$ cat src/rtl/common_pkg.sv
// ============================================================================
// Module      : common_pkg
// Description : Shared defaults, VC one-hot helper and credit sizing helper.
// Revision    : 1.0
// ============================================================================
`default_nettype none

package common_pkg;

  localparam int DEFAULT_D_W           = 8;
  localparam int DEFAULT_VC_W          = 2;
  localparam int DEFAULT_VC_FIFO_DEPTH = 4;
  localparam int MAX_VC_W              = 32;

  // Injector activity, derived from the credit counters rather than stored
  localparam logic [0:0] ST_IDLE = 1'b0;
  localparam logic [0:0] ST_RUN  = 1'b1;

  function automatic logic [MAX_VC_W-1:0] vc_onehot(input int idx);
    logic [MAX_VC_W-1:0] oh;
    oh      = '0;
    oh[idx] = 1'b1;
    return oh;
  endfunction

  function automatic int credit_max(input int depth);
    return depth - 1;
  endfunction

endpackage

`default_nettype wire

$ cat src/rtl/rr_vc_arbiter.sv
// ============================================================================
// Module      : rr_vc_arbiter
// Description : Combinational round-robin pick of the first eligible VC at or
//               after rr_ptr, wrapping. Returns one-hot grant and its index.
// Revision    : 1.0
// ============================================================================
`default_nettype none

module rr_vc_arbiter
  import common_pkg::*;
#(
  parameter int VC_W  = DEFAULT_VC_W,
  parameter int PTR_W = (VC_W > 1) ? $clog2(VC_W) : 1
) (
  input  logic [VC_W-1:0]  eligible,
  input  logic [PTR_W-1:0] rr_ptr,
  output logic [VC_W-1:0]  grant,
  output logic [PTR_W-1:0] grant_idx
);

  logic [PTR_W:0] cand;
  logic           found;

  always_comb begin
    grant     = '0;
    grant_idx = '0;
    cand      = '0;
    found     = 1'b0;
    for (int i = 0; i < VC_W; i++) begin
      cand = {1'b0, rr_ptr} + (PTR_W+1)'(i);
      if (cand >= (PTR_W+1)'(VC_W)) begin
        cand = cand - (PTR_W+1)'(VC_W);
      end
      if (!found && eligible[cand[PTR_W-1:0]]) begin
        found     = 1'b1;
        grant_idx = cand[PTR_W-1:0];
      end
    end
    if (found) begin
      grant = VC_W'(vc_onehot(int'(grant_idx)));
    end
  end

endmodule

`default_nettype wire

$ cat src/rtl/noc_credit_injector.sv
// ============================================================================
// Module      : noc_credit_injector
// Description : Client-to-switch injection stage with per-VC credit tracking
//               and round-robin VC selection; one-cycle registered output.
// Revision    : 1.0
// ============================================================================
`default_nettype none

module noc_credit_injector
  import common_pkg::*;
#(
  parameter int A_W           = $clog2(2) + 1,
  parameter int D_W           = DEFAULT_D_W,
  parameter int VC_W          = DEFAULT_VC_W,
  parameter int VC_FIFO_DEPTH = DEFAULT_VC_FIFO_DEPTH
) (
  input  logic                 clk,
  input  logic                 rst,
  input  logic                 in_valid,
  output logic                 in_ready,
  input  logic [A_W-1:0]       in_addr,
  input  logic [D_W-1:0]       in_data,
  output logic [VC_W-1:0]      tx_vc_target,
  output logic [A_W+D_W-1:0]   tx_packet,
  input  logic [VC_W-1:0]      rx_vc_credit_gnt,
  output logic                 credit_err,
  output logic [31:0]          sent_count
);

  localparam int CR_W  = (VC_FIFO_DEPTH > 2) ? $clog2(VC_FIFO_DEPTH) : 1;
  localparam int PTR_W = (VC_W > 1) ? $clog2(VC_W) : 1;
  localparam logic [CR_W-1:0] CR_MAX = CR_W'(credit_max(VC_FIFO_DEPTH));

  logic [CR_W-1:0]  credit [VC_W];
  logic [PTR_W-1:0] rr_ptr;
  logic [VC_W-1:0]  eligible;
  logic [VC_W-1:0]  grant;
  logic [PTR_W-1:0] grant_idx;
  logic [VC_W-1:0]  overflow;
  logic [0:0]       state;
  logic             accept;

  // Eligibility uses the pre-update count, so a same-cycle return never helps
  generate
    for (genvar g = 0; g < VC_W; g++) begin : g_elig
      assign eligible[g] = (credit[g] != '0);
      assign overflow[g] = rx_vc_credit_gnt[g] && !(accept && grant[g])
                           && (credit[g] == CR_MAX);
    end
  endgenerate

  always_comb begin
    state = (|eligible) ? ST_RUN : ST_IDLE;
  end

  assign in_ready = !rst && (state == ST_RUN);
  assign accept   = in_valid && in_ready;

  rr_vc_arbiter #(
    .VC_W  (VC_W),
    .PTR_W (PTR_W)
  ) u_arb (
    .eligible  (eligible),
    .rr_ptr    (rr_ptr),
    .grant     (grant),
    .grant_idx (grant_idx)
  );

  always_ff @(posedge clk) begin
    if (rst) begin
      for (int v = 0; v < VC_W; v++) begin
        credit[v] <= CR_MAX;
      end
    end else begin
      for (int v = 0; v < VC_W; v++) begin
        if (accept && grant[v] && !rx_vc_credit_gnt[v]) begin
          credit[v] <= credit[v] - 1'b1;
        end else if (rx_vc_credit_gnt[v] && !(accept && grant[v])
                     && (credit[v] != CR_MAX)) begin
          credit[v] <= credit[v] + 1'b1;
        end
      end
    end
  end

  always_ff @(posedge clk) begin
    if (rst) begin
      rr_ptr       <= '0;
      tx_vc_target <= '0;
      tx_packet    <= '0;
      sent_count   <= '0;
      credit_err   <= 1'b0;
    end else begin
      tx_vc_target <= accept ? grant : '0;
      if (accept) begin
        tx_packet  <= {in_addr, in_data};
        sent_count <= sent_count + 32'd1;
        rr_ptr     <= (grant_idx == PTR_W'(VC_W - 1)) ? '0 : grant_idx + 1'b1;
      end
      if (|overflow) begin
        credit_err <= 1'b1;
      end
    end
  end

endmodule

`default_nettype wire

$ cat config.mk
export PLATFORM = sky130hd
export DESIGN_NAME = noc_credit_injector
export DESIGN_NICKNAME = d
export VERILOG_FILES = /design/src/rtl/common_pkg.sv /design/src/rtl/rr_vc_arbiter.sv /design/src/rtl/noc_credit_injector.sv
export SDC_FILE = /design/constraint.sdc
export NUM_CORES = 1
export LEC_CHECK = 0
export ABC_AREA = 1
export BUFFER_PORTS_ARGS = -buffer_cell sky130_fd_sc_hd__buf_4
export CORE_MARGIN = 5
export CORE_UTILIZATION = 45
export CTS_CLUSTER_DIAMETER = 30
export CTS_CLUSTER_SIZE = 30
export DETAILED_ROUTE_END_ITERATION = 7
export GPL_ROUTABILITY_DRIVEN = 0
export PLACE_DENSITY = 0.76
export SYNTH_ARGS = -nofsm -noshare
export SYNTH_HDL_FRONTEND = slang
export SYNTH_HIERARCHICAL = 1
export SYNTH_SLANG_ARGS = --single-unit
$ cat constraint.sdc
create_clock -name clk -period 2.1 [get_ports clk]
set_clock_uncertainty 0.05 [all_clocks]
set_input_delay 0.21 -clock clk [delete_from_list [all_inputs] [get_ports clk]]
set_output_delay 0.21 -clock clk [all_outputs]
set_load 0.02 [all_outputs]
==> impl_metrics.tcl, run 1 <==
set metrics [dict create \
    arrival_ns 1.98 \
    viasPerCell 4.88 \
    syn_area_um2 2760 \
    fin_tns_setup_ns 0 \
    row_count 28 \
    synth.distinct_cells 32 \
    yosysTopAreaCell "dfxtp_1" \
    p_leak_nw 1.50 \
    core_um2 5960 \
    clock_sinks 50 \
    synth.most_common_cell "nand2_1" \
    worst_r2r_path_depth 9 \
    ff2ff_setup_slack_ns 0.12 \
    grt_pass1_wl_um 11700 \
    ys_warn_count 6 \
    synth_commonest_cells "nand2_1, nor2_1, inv_1, dfxtp_1, nand3_1" \
    insertedDiodeCount 0 \
    ys_seq_elements 50 \
    ctsResizeCount 0 \
    finalCritPeriodShare_pct 94.1 \
    track_usage_pct 18.5 \
    cp.required_ns 2.11 \
    drt_iter0_drc 99 \
    worst_setup_path_end_kind "flop" \
    final_area_um2 3390 \
    wire_per_inst_um 11.8 \
    rsz0062_at_grt "false" \
    clock_path_buffers 2 \
    htree_levels 2 \
    fin_crit_ns 1.98 \
    grt_overflow 0 \
    cp_max_fo 4 \
    grt_max_degree 23 \
    io_buffers 60 \
    drive_gt1_share_pct 20.0 \
    rr_endpoint "credit[0][1]" \
    seq_area_frac_synth_pct 37.7 \
    cts-buffers-inserted 5 \
    n_fill_cell 588 \
    synth-edff-count 4 \
    vias 2764 \
    path_clk_slew_ns 0.09 \
    cap_violations 0 \
    clk_latency_ns 0.30 \
    pre_cts_ws_ns 0.148 \
    cts_root_buf "clkbuf_8" \
    slew_violations 0 \
    grt_antenna_before_repair 0 \
    critical_path_class "reg -> reg" \
    hold_class "in -> reg" \
    placedCellCount 558 \
    worst_ir_drop_vdd_v 0.000314 \
    fin_worst_hold_slack_ns 0.0417 \
    wirelength_um 6670 \
    dieWidth_um 88.3 \
    synthTopCellsByArea "dfxtp_1, nand2_1, nor2_1" \
    setup_viol 0 \
    timing.final.ws_setup_ns 0.124 \
    worst_pin_slew_ns 0.346 \
    die_h_um 88.3 \
    fin_util_pct 57.0 \
    worstSetupStartpointType "flop" \
    route.detailed.drc 0 \
    cellPowerDensity_nw_per_um2 560 \
    min_path_cells 3 \
    synthCells 429 \
    place_area_um2 3280 \
    status "completed" \
    cts_hold_buf 0 \
    cts_tree "yes" \
    hold_viol_final 0 \
    relSlewSlack_pct 76.9 \
    hold_end "tx_packet[0]" \
    min_from "in_data[0]" \
    postRouteAntennaNets 0 \
    power_mw 1.90 \
    nets 508 \
    io_pins 61 \
    yosysTopAreaCellShare_pct 33.3 \
    syn-num-nets 447 \
    first_global_vias 2760 \
    syn_to_final_growth_pct 22.9 \
    async_flop_share_pct 0 \
    max_freq_mhz 506 \
    cts_setup_buffers 0 \
    fin_cells 566 \
    dieArea_um2 7800 \
    initial_core_util_pct 46.4 \
    avgSynthCellArea_um2 6.44 \
    synth_flop_cell "dfxtp_1" \
    dp_hpwl_um 5170 \
    first_pass_iters 4 \
    r2r-start "credit[1][0]" \
]
## worst max path at each step
stage                              end    startpoint  slack, ns
final                     credit[0][1]  credit[1][0]       0.12
after detailed placement  credit[0][1]  credit[1][0]       0.15
after floorplan           credit[0][1]  credit[1][0]       0.33
after CTS                 credit[0][1]  credit[1][0]       0.13
after global placement    credit[0][1]  credit[1][0]       0.23
after global routing      credit[0][1]  credit[1][0]       0.05
## report_power, final
group	internal, mW	total (mW)	switching (mW)
Clock	0.389	0.706	0.317
Combinational	0.0787	0.190	0.111
Sequential	0.988	1.01	0.0178
## placed cells by master, fill, tap and decap left out, types with 2 or more instances in the layout
cell type / netlist / final
nand3_1: 31 / 31
nor2_4: 2 / 2
o21ai_0: 8 / 8
dfxtp_1: 46 / 46
nor3_2: 3 / 3
edfxtp_1: 4 / 4
inv_1: 49 / 49
buf_4: 2 / 64
xnor2_1: 3 / 3
and2_1: 2 / 2
clkbuf_8: 0 / 6
nor2_2: 8 / 8
nand2_2: 5 / 5
ha_1: 3 / 3
o21bai_1: 2 / 2
nand4_1: 12 / 12
inv_2: 3 / 3
a21oi_1: 17 / 17
nand2_1: 150 / 150
or2_2: 2 / 2
nor2_1: 61 / 61
## flip-flops by register name, summed over array words and instances (netlist names)
signal and cells:
credit_err 1, credit 4, rr_ptr 1, sent_count 32
tx_packet 10, tx_vc_target 2
## worst max-delay path, cell delays in order (launching register included)
cell and delay [ns]:
edfxtp_1 0.40, inv_1 0.06, ha_1 0.22, inv_1 0.10
inv_1 0.06, a21oi_1 0.11, nand4_1 0.18, or2_2 0.35
nand3_1 0.12, o211ai_1 0.09
## kinds of logic after synthesis
group	count (synthesis)	synth area share, %
compound gates	32	6.43
fa+ha+maj	3	1.36
simple gates	279	44.4
buf+inv	62	9.20
xor+xnor	3	0.952
flops	50	37.7
## per-layer routing
metal,vias up,wire length [um],share of wire [%],GRT usage (%)
met3,11,375,5.6,4.75
li1,1459,-,-,-
met5,-,0,0,0
met4,0,96,1.4,5.49
met1,1241,3000,45,21.7
met2,53,3200,48,33.0
## area by class of cell
class | instances | area, um2 | share of cell area, %
Inverter | 52 | 195 | 5.75
Tap cell | 75 | 93.8 | 2.77
Multi-Input combinational cell | 317 | 1470 | 43.2
Clock inverter | 1 | 30.0 | 0.885
Sequential cell | 50 | 1040 | 30.7
Timing Repair Buffer | 64 | 480 | 14.2
Clock buffer | 7 | 86.3 | 2.54
(Power assumes the default switching activity.)
==> run 2, diff against run 1 <==
- CTS_CLUSTER_DIAMETER: 30 -> default
- clock period: 2.1 -> 2.08 ns (I/O delays scaled with it)
==> impl_metrics.tcl, run 2 (synthesized netlist as in run 1, its figures left out) <==
set metrics [dict create \
    hold_class "in -> reg" \
    wirelength_um 6720 \
    intPower_mw 1.39 \
    largest_reg_flops 32 \
    dp_hpwl_um 5170 \
    cts_tree "yes" \
    route.detailed.drc 0 \
    htree_levels 2 \
    insertedDiodeCount 0 \
    rsz0062_at_grt "false" \
    switching_share_pct 24.9 \
    cts-buffers-inserted 5 \
    first_global_vias 2622 \
    grt_overflow 0 \
    io_pins 61 \
    final_common_cell "nand2_1" \
    path_clk_slew_ns 0.09 \
    max_freq_mhz 525 \
    p_leak_nw 1.50 \
    drive_gt1_share_pct 20.6 \
    clock_path_buffers 2 \
    worstSetupStartpointType "flop" \
    track_usage_pct 18.1 \
    switching_power_uw 459 \
    layout_common_cells "nand2_1, buf_4, nor2_1" \
    relSlewSlack_pct 76.4 \
    setup_viol 0 \
    io_buffers 60 \
    grt_antenna_before_repair 0 \
    arrival_ns 1.91 \
    fin_worst_hold_slack_ns 0.0458 \
    cts_root_buf "clkbuf_8" \
    cap_violations 0 \
    dieArea_um2 7800 \
    drt_iter0_drc 104 \
    dieWidth_um 88.3 \
    wire_per_inst_um 11.8 \
    cellPowerDensity_nw_per_um2 542 \
    rr_endpoint "credit[0][1]" \
    r2r-start "credit[1][1]" \
    initial_core_util_pct 46.4 \
    ctsResizeCount 0 \
    core_um2 5960 \
    finalCritPeriodShare_pct 91.6 \
    fin_util_pct 57.2 \
    syn_to_final_growth_pct 23.3 \
    postRouteAntennaNets 0 \
    seqPwrFrac_pct 55.0 \
    fin_crit_ns 1.91 \
    slew_violations 0 \
    clock_sinks 50 \
    ff2ff_setup_slack_ns 0.17 \
    pwr-share-clk_pct 34.3 \
    crit_end "credit[0][1]" \
    clk_latency_ns 0.30 \
    grt_max_degree 23 \
    combPwrFrac_pct 10.7 \
    cp_max_fo 3 \
    worst_setup_path_end_kind "flop" \
    nets 511 \
    grt_pass1_wl_um 11500 \
    row_count 28 \
    hold_viol_final 0 \
    top_register "sent_count" \
    viasPerCell 4.94 \
    status "completed" \
    cp.required_ns 2.08 \
    critical_path_class "reg -> reg" \
    worst_ir_drop_vdd_v 0.000420 \
    worst_r2r_path_depth 9 \
    worst_pin_slew_ns 0.353 \
    vias 2809 \
    first_pass_iters 4 \
    reg.largest.list "sent_count (32), tx_packet (10), credit (4)" \
    crit_start "credit[1][1]" \
    die_h_um 88.3 \
    fin_tns_setup_ns 0 \
]
run 2: cell types whose count changed in the layout (fill, tap and decap cells not counted), sizes merged:
cell / change
buf: +3
clkinv: +1
bufinv: -1
run 2: what timing repair did:
| item | in CTS | in global routing |
|---|---|---|
| hold buffers | 0 | 0 |
| setup buffers | 0 | 3 |
| endpoints found under the setup margin | 0 | 3 |
run 2: stage by stage:
| step | cell area [um2] | std cells | setup slack (ns) | total power, mW |
|---|---|---|---|---|
| 4_1_cts | 3380 | 566 | 0.110 | 1.86 |
| 2_1_floorplan | 2760 | 429 | 0.306 | 1.15 |
| 3_3_place_gp | 3280 | 558 | 0.210 | 1.23 |
| 3_5_place_dp | 3280 | 558 | 0.129 | 1.23 |
| 6_report | 3400 | 569 | 0.174 | 1.85 |
| 5_1_grt | 3400 | 569 | 0.0199 | 1.93 |
run 2: layer usage:
metal / vias to the layer above / wire, um / global-route usage (%)
li1: 1469 / - / -
met1: 1278 / 2980 / 21.3
met2: 57 / 3250 / 33.2
met3: 5 / 439 / 4.38
met4: 0 / 55 / 4.26
met5: - / 0 / 0
run 2: worst min path at each step:
stage / cells past startpoint / start / to
final: 3 / in_data[6] / tx_packet[6]
after global routing: 3 / in_data[7] / tx_packet[7]
after CTS: 3 / in_data[7] / tx_packet[7]
after detailed placement: 3 / in_data[6] / tx_packet[6]
after global placement: 3 / in_data[2] / tx_packet[2]
after floorplan: 2 / in_data[0] / tx_packet[0]
run 2: power groups by stage:
stage | clock network [mW] | registers [mW] | logic (mW)
2_1_floorplan | 0 | 1.06 | 0.0924
3_3_place_gp | 0 | 1.04 | 0.190
3_5_place_dp | 0 | 1.04 | 0.194
4_1_cts | 0.654 | 1.02 | 0.194
5_1_grt | 0.691 | 1.02 | 0.220
6_report | 0.633 | 1.02 | 0.197
run 2: critical path, stage by stage, from the launching register on:
cell and delay (ns):
edfxtp_1 0.38, inv_1 0.05, ha_1 0.20, inv_1 0.10
inv_1 0.06, a21oi_1 0.11, nand4_1 0.16, or2_2 0.34
nand3_1 0.11, o211ai_1 0.09
run 2: cell type report:
cell class | count | area, um2
repair buffers | 67 | 503
flip-flops and latches | 50 | 1040
clock inverters | 1 | 8.76
inverters | 52 | 195
clock buffers | 7 | 96.3
fillers | 601 | 2550
well taps | 75 | 93.8
multi-input cells | 317 | 1470
==> run 3, diff against run 2 <==
- ABC_AREA: 1 -> default
- CORE_UTILIZATION: 45 -> 42
- PLACE_DENSITY: 0.76 -> 0.74
==> impl_metrics.tcl, run 3 <==
set metrics [dict create \
    syn-num-nets 298 \
    grt_antenna_before_repair 0 \
    rr_endpoint "sent_count[18]" \
    finalCritPeriodShare_pct 95.6 \
    first_global_vias 2226 \
    io_pins 61 \
    syn_area_um2 2380 \
    fin_crit_ns 1.99 \
    ys_warn_count 6 \
    min_from "in_data[0]" \
    cp.required_ns 2.27 \
    r2r-start "credit[1][1]" \
    async_flop_share_pct 0 \
    core_um2 5510 \
    final_area_um2 3210 \
    cts-buffers-inserted 5 \
    route.detailed.drc 0 \
    clock_path_buffers 2 \
    dieWidth_um 85.4 \
    seq_area_frac_synth_pct 43.7 \
    critical_path_class "reg -> reg" \
    reg.largest.list "sent_count (32), tx_packet (10), credit (4)" \
    nets 374 \
    relSlewSlack_pct 76.2 \
    worst_r2r_path_depth 7 \
    synth_commonest_cells "dfxtp_1, nand2_1, a21oi_1, o21ai_0, nand3_1" \
    wire_per_inst_um 14.3 \
    layout_common_cells "buf_4, dfxtp_1, nand2_1" \
    top_register "sent_count" \
    track_usage_pct 16.5 \
    worst_ir_drop_vdd_v 0.000479 \
    synth_flop_cell "dfxtp_1" \
    cap_violations 0 \
    initial_core_util_pct 43.3 \
    viasPerCell 5.57 \
    fin_tns_setup_ns 0 \
    placedCellCount 416 \
    synthCells 280 \
    hold_class "in -> reg" \
    htree_levels 2 \
    worstSetupStartpointType "flop" \
    ff2ff_setup_slack_ns 0.09 \
    insertedDiodeCount 0 \
    avgSynthCellArea_um2 8.52 \
    ys_seq_elements 50 \
    cellPowerDensity_nw_per_um2 591 \
    hold_end "tx_packet[0]" \
    die_h_um 85.4 \
    cts_tree "yes" \
    synth.distinct_cells 42 \
    postRouteAntennaNets 0 \
    largest_reg_flops 32 \
    slew_violations 0 \
    clk_latency_ns 0.30 \
    synthTopCellsByArea "dfxtp_1, nand2_1, a21oi_1" \
    setup_viol 0 \
    min_path_cells 3 \
    clock_sinks 50 \
    synth-edff-count 4 \
    drt_iter0_drc 148 \
    dp_hpwl_um 4350 \
    worst_pin_slew_ns 0.357 \
    path_clk_slew_ns 0.10 \
    timing.final.ws_setup_ns 0.0919 \
    hold_viol_final 0 \
    p_leak_nw 1.24 \
    grt_pass1_wl_um 10100 \
    place_area_um2 2990 \
    fin_cells 429 \
    arrival_ns 2.18 \
    worst_setup_path_end_kind "flop" \
    yosysTopAreaCellShare_pct 38.6 \
    status "completed" \
    dieArea_um2 7280 \
    drive_gt1_share_pct 32.2 \
    first_pass_iters 4 \
    pre_cts_ws_ns -0.0221 \
    yosysTopAreaCell "dfxtp_1" \
    syn_to_final_growth_pct 34.7 \
    fin_worst_hold_slack_ns 0.0464 \
    grt_max_degree 32 \
    final_common_cell "buf_4" \
    cts_hold_buf 0 \
    grt_overflow 0 \
    cp_max_fo 7 \
    max_freq_mhz 503 \
    cts_root_buf "clkbuf_8" \
    vias 2390 \
    row_count 27 \
    io_buffers 60 \
    wirelength_um 6150 \
    synth.most_common_cell "dfxtp_1" \
]
[run 3: changes by cell type in the layout (fill, tap and decap cells not counted), moves of 11 or more]
cell	delta
inv_1	-38
nand3_1	-18
buf_4	+16
nor2_1	-49
or4_1	+12
o21ai_0	+11
nand2_1	-117
[run 3: how the worst max path moves through the flow]
| stage | cells past startpoint | slack, ns | from | endpoint |
|---|---|---|---|---|
| floorplan | 7 | 0.03 | credit[1][0] | credit[0][1] |
| global placement | 6 | 0.009 | credit[1][0] | sent_count[13] |
| detailed placement | 6 | -0.02 | credit[1][0] | sent_count[13] |
| CTS | 6 | 0.01 | credit[1][1] | credit[0][1] |
| global route | 7 | -0.004 | credit[1][0] | sent_count[26] |
| finish | 7 | 0.09 | credit[1][1] | sent_count[18] |
[run 3: timing repair]
action                                  in CTS  in global routing
buffers inserted                             0                  4
gates cloned                                 0                  1
pin swaps                                    0                  8
gates resized for setup                      2                 21
endpoints found under the setup margin       2                 17
[run 3: logic make-up (layout without fill, tap and decap cells)]
family	count (synthesis)	after routing	share of synthesized area, %
and+or+nand+nor	119	119	27.9
adders and majority gates	3	3	1.57
buffers and inverters	26	103	4.93
AOI/OAI and AO/OA	73	73	18.6
xor gates and xnor gates	8	8	2.94
DFF	50	50	43.7
muxes	1	1	0.472
[run 3: worst max-delay path, cell delays in order, from the launching register on]
cell,delay [ns]
edfxtp_1,0.36
inv_1,0.05
ha_2,0.17
or3b_4,0.24
nand4_1,0.26
buf_4,0.24
or4_1,0.40
a21oi_1,0.15
[run 3: final cells by class]
| cell class | instances | area [um2] |
|---|---|---|
| fillers | 502 | 2290 |
| multi-input cells | 204 | 1300 |
| flip-flops and latches | 50 | 1040 |
| repair buffers | 84 | 634 |
| well taps | 72 | 90.1 |
| clock buffers | 5 | 68.8 |
| inverters | 11 | 41.3 |
| clock inverters | 3 | 40.0 |
[run 3: layer usage]
metal	part of all wire [%]	track usage (%)
met4	1.4	5.32
met1	44	20.9
met5	0	0
met3	7.9	5.05
met2	47	26.9
[run 3: power breakdown]
part | internal [mW] | switching, mW
clock | 0.355 | 0.329
combinational | 0.0893 | 0.113
sequential | 0.998 | 0.0167
[run 3: per-stage QoR]
stage | total power [mW] | utilization, %
2_1_floorplan | 1.14 | -
6_report | 1.90 | 58.4
5_1_grt | 1.98 | 58.4
3_3_place_gp | 1.23 | 54.3
3_5_place_dp | 1.23 | 54.3
4_1_cts | 1.91 | 56.5
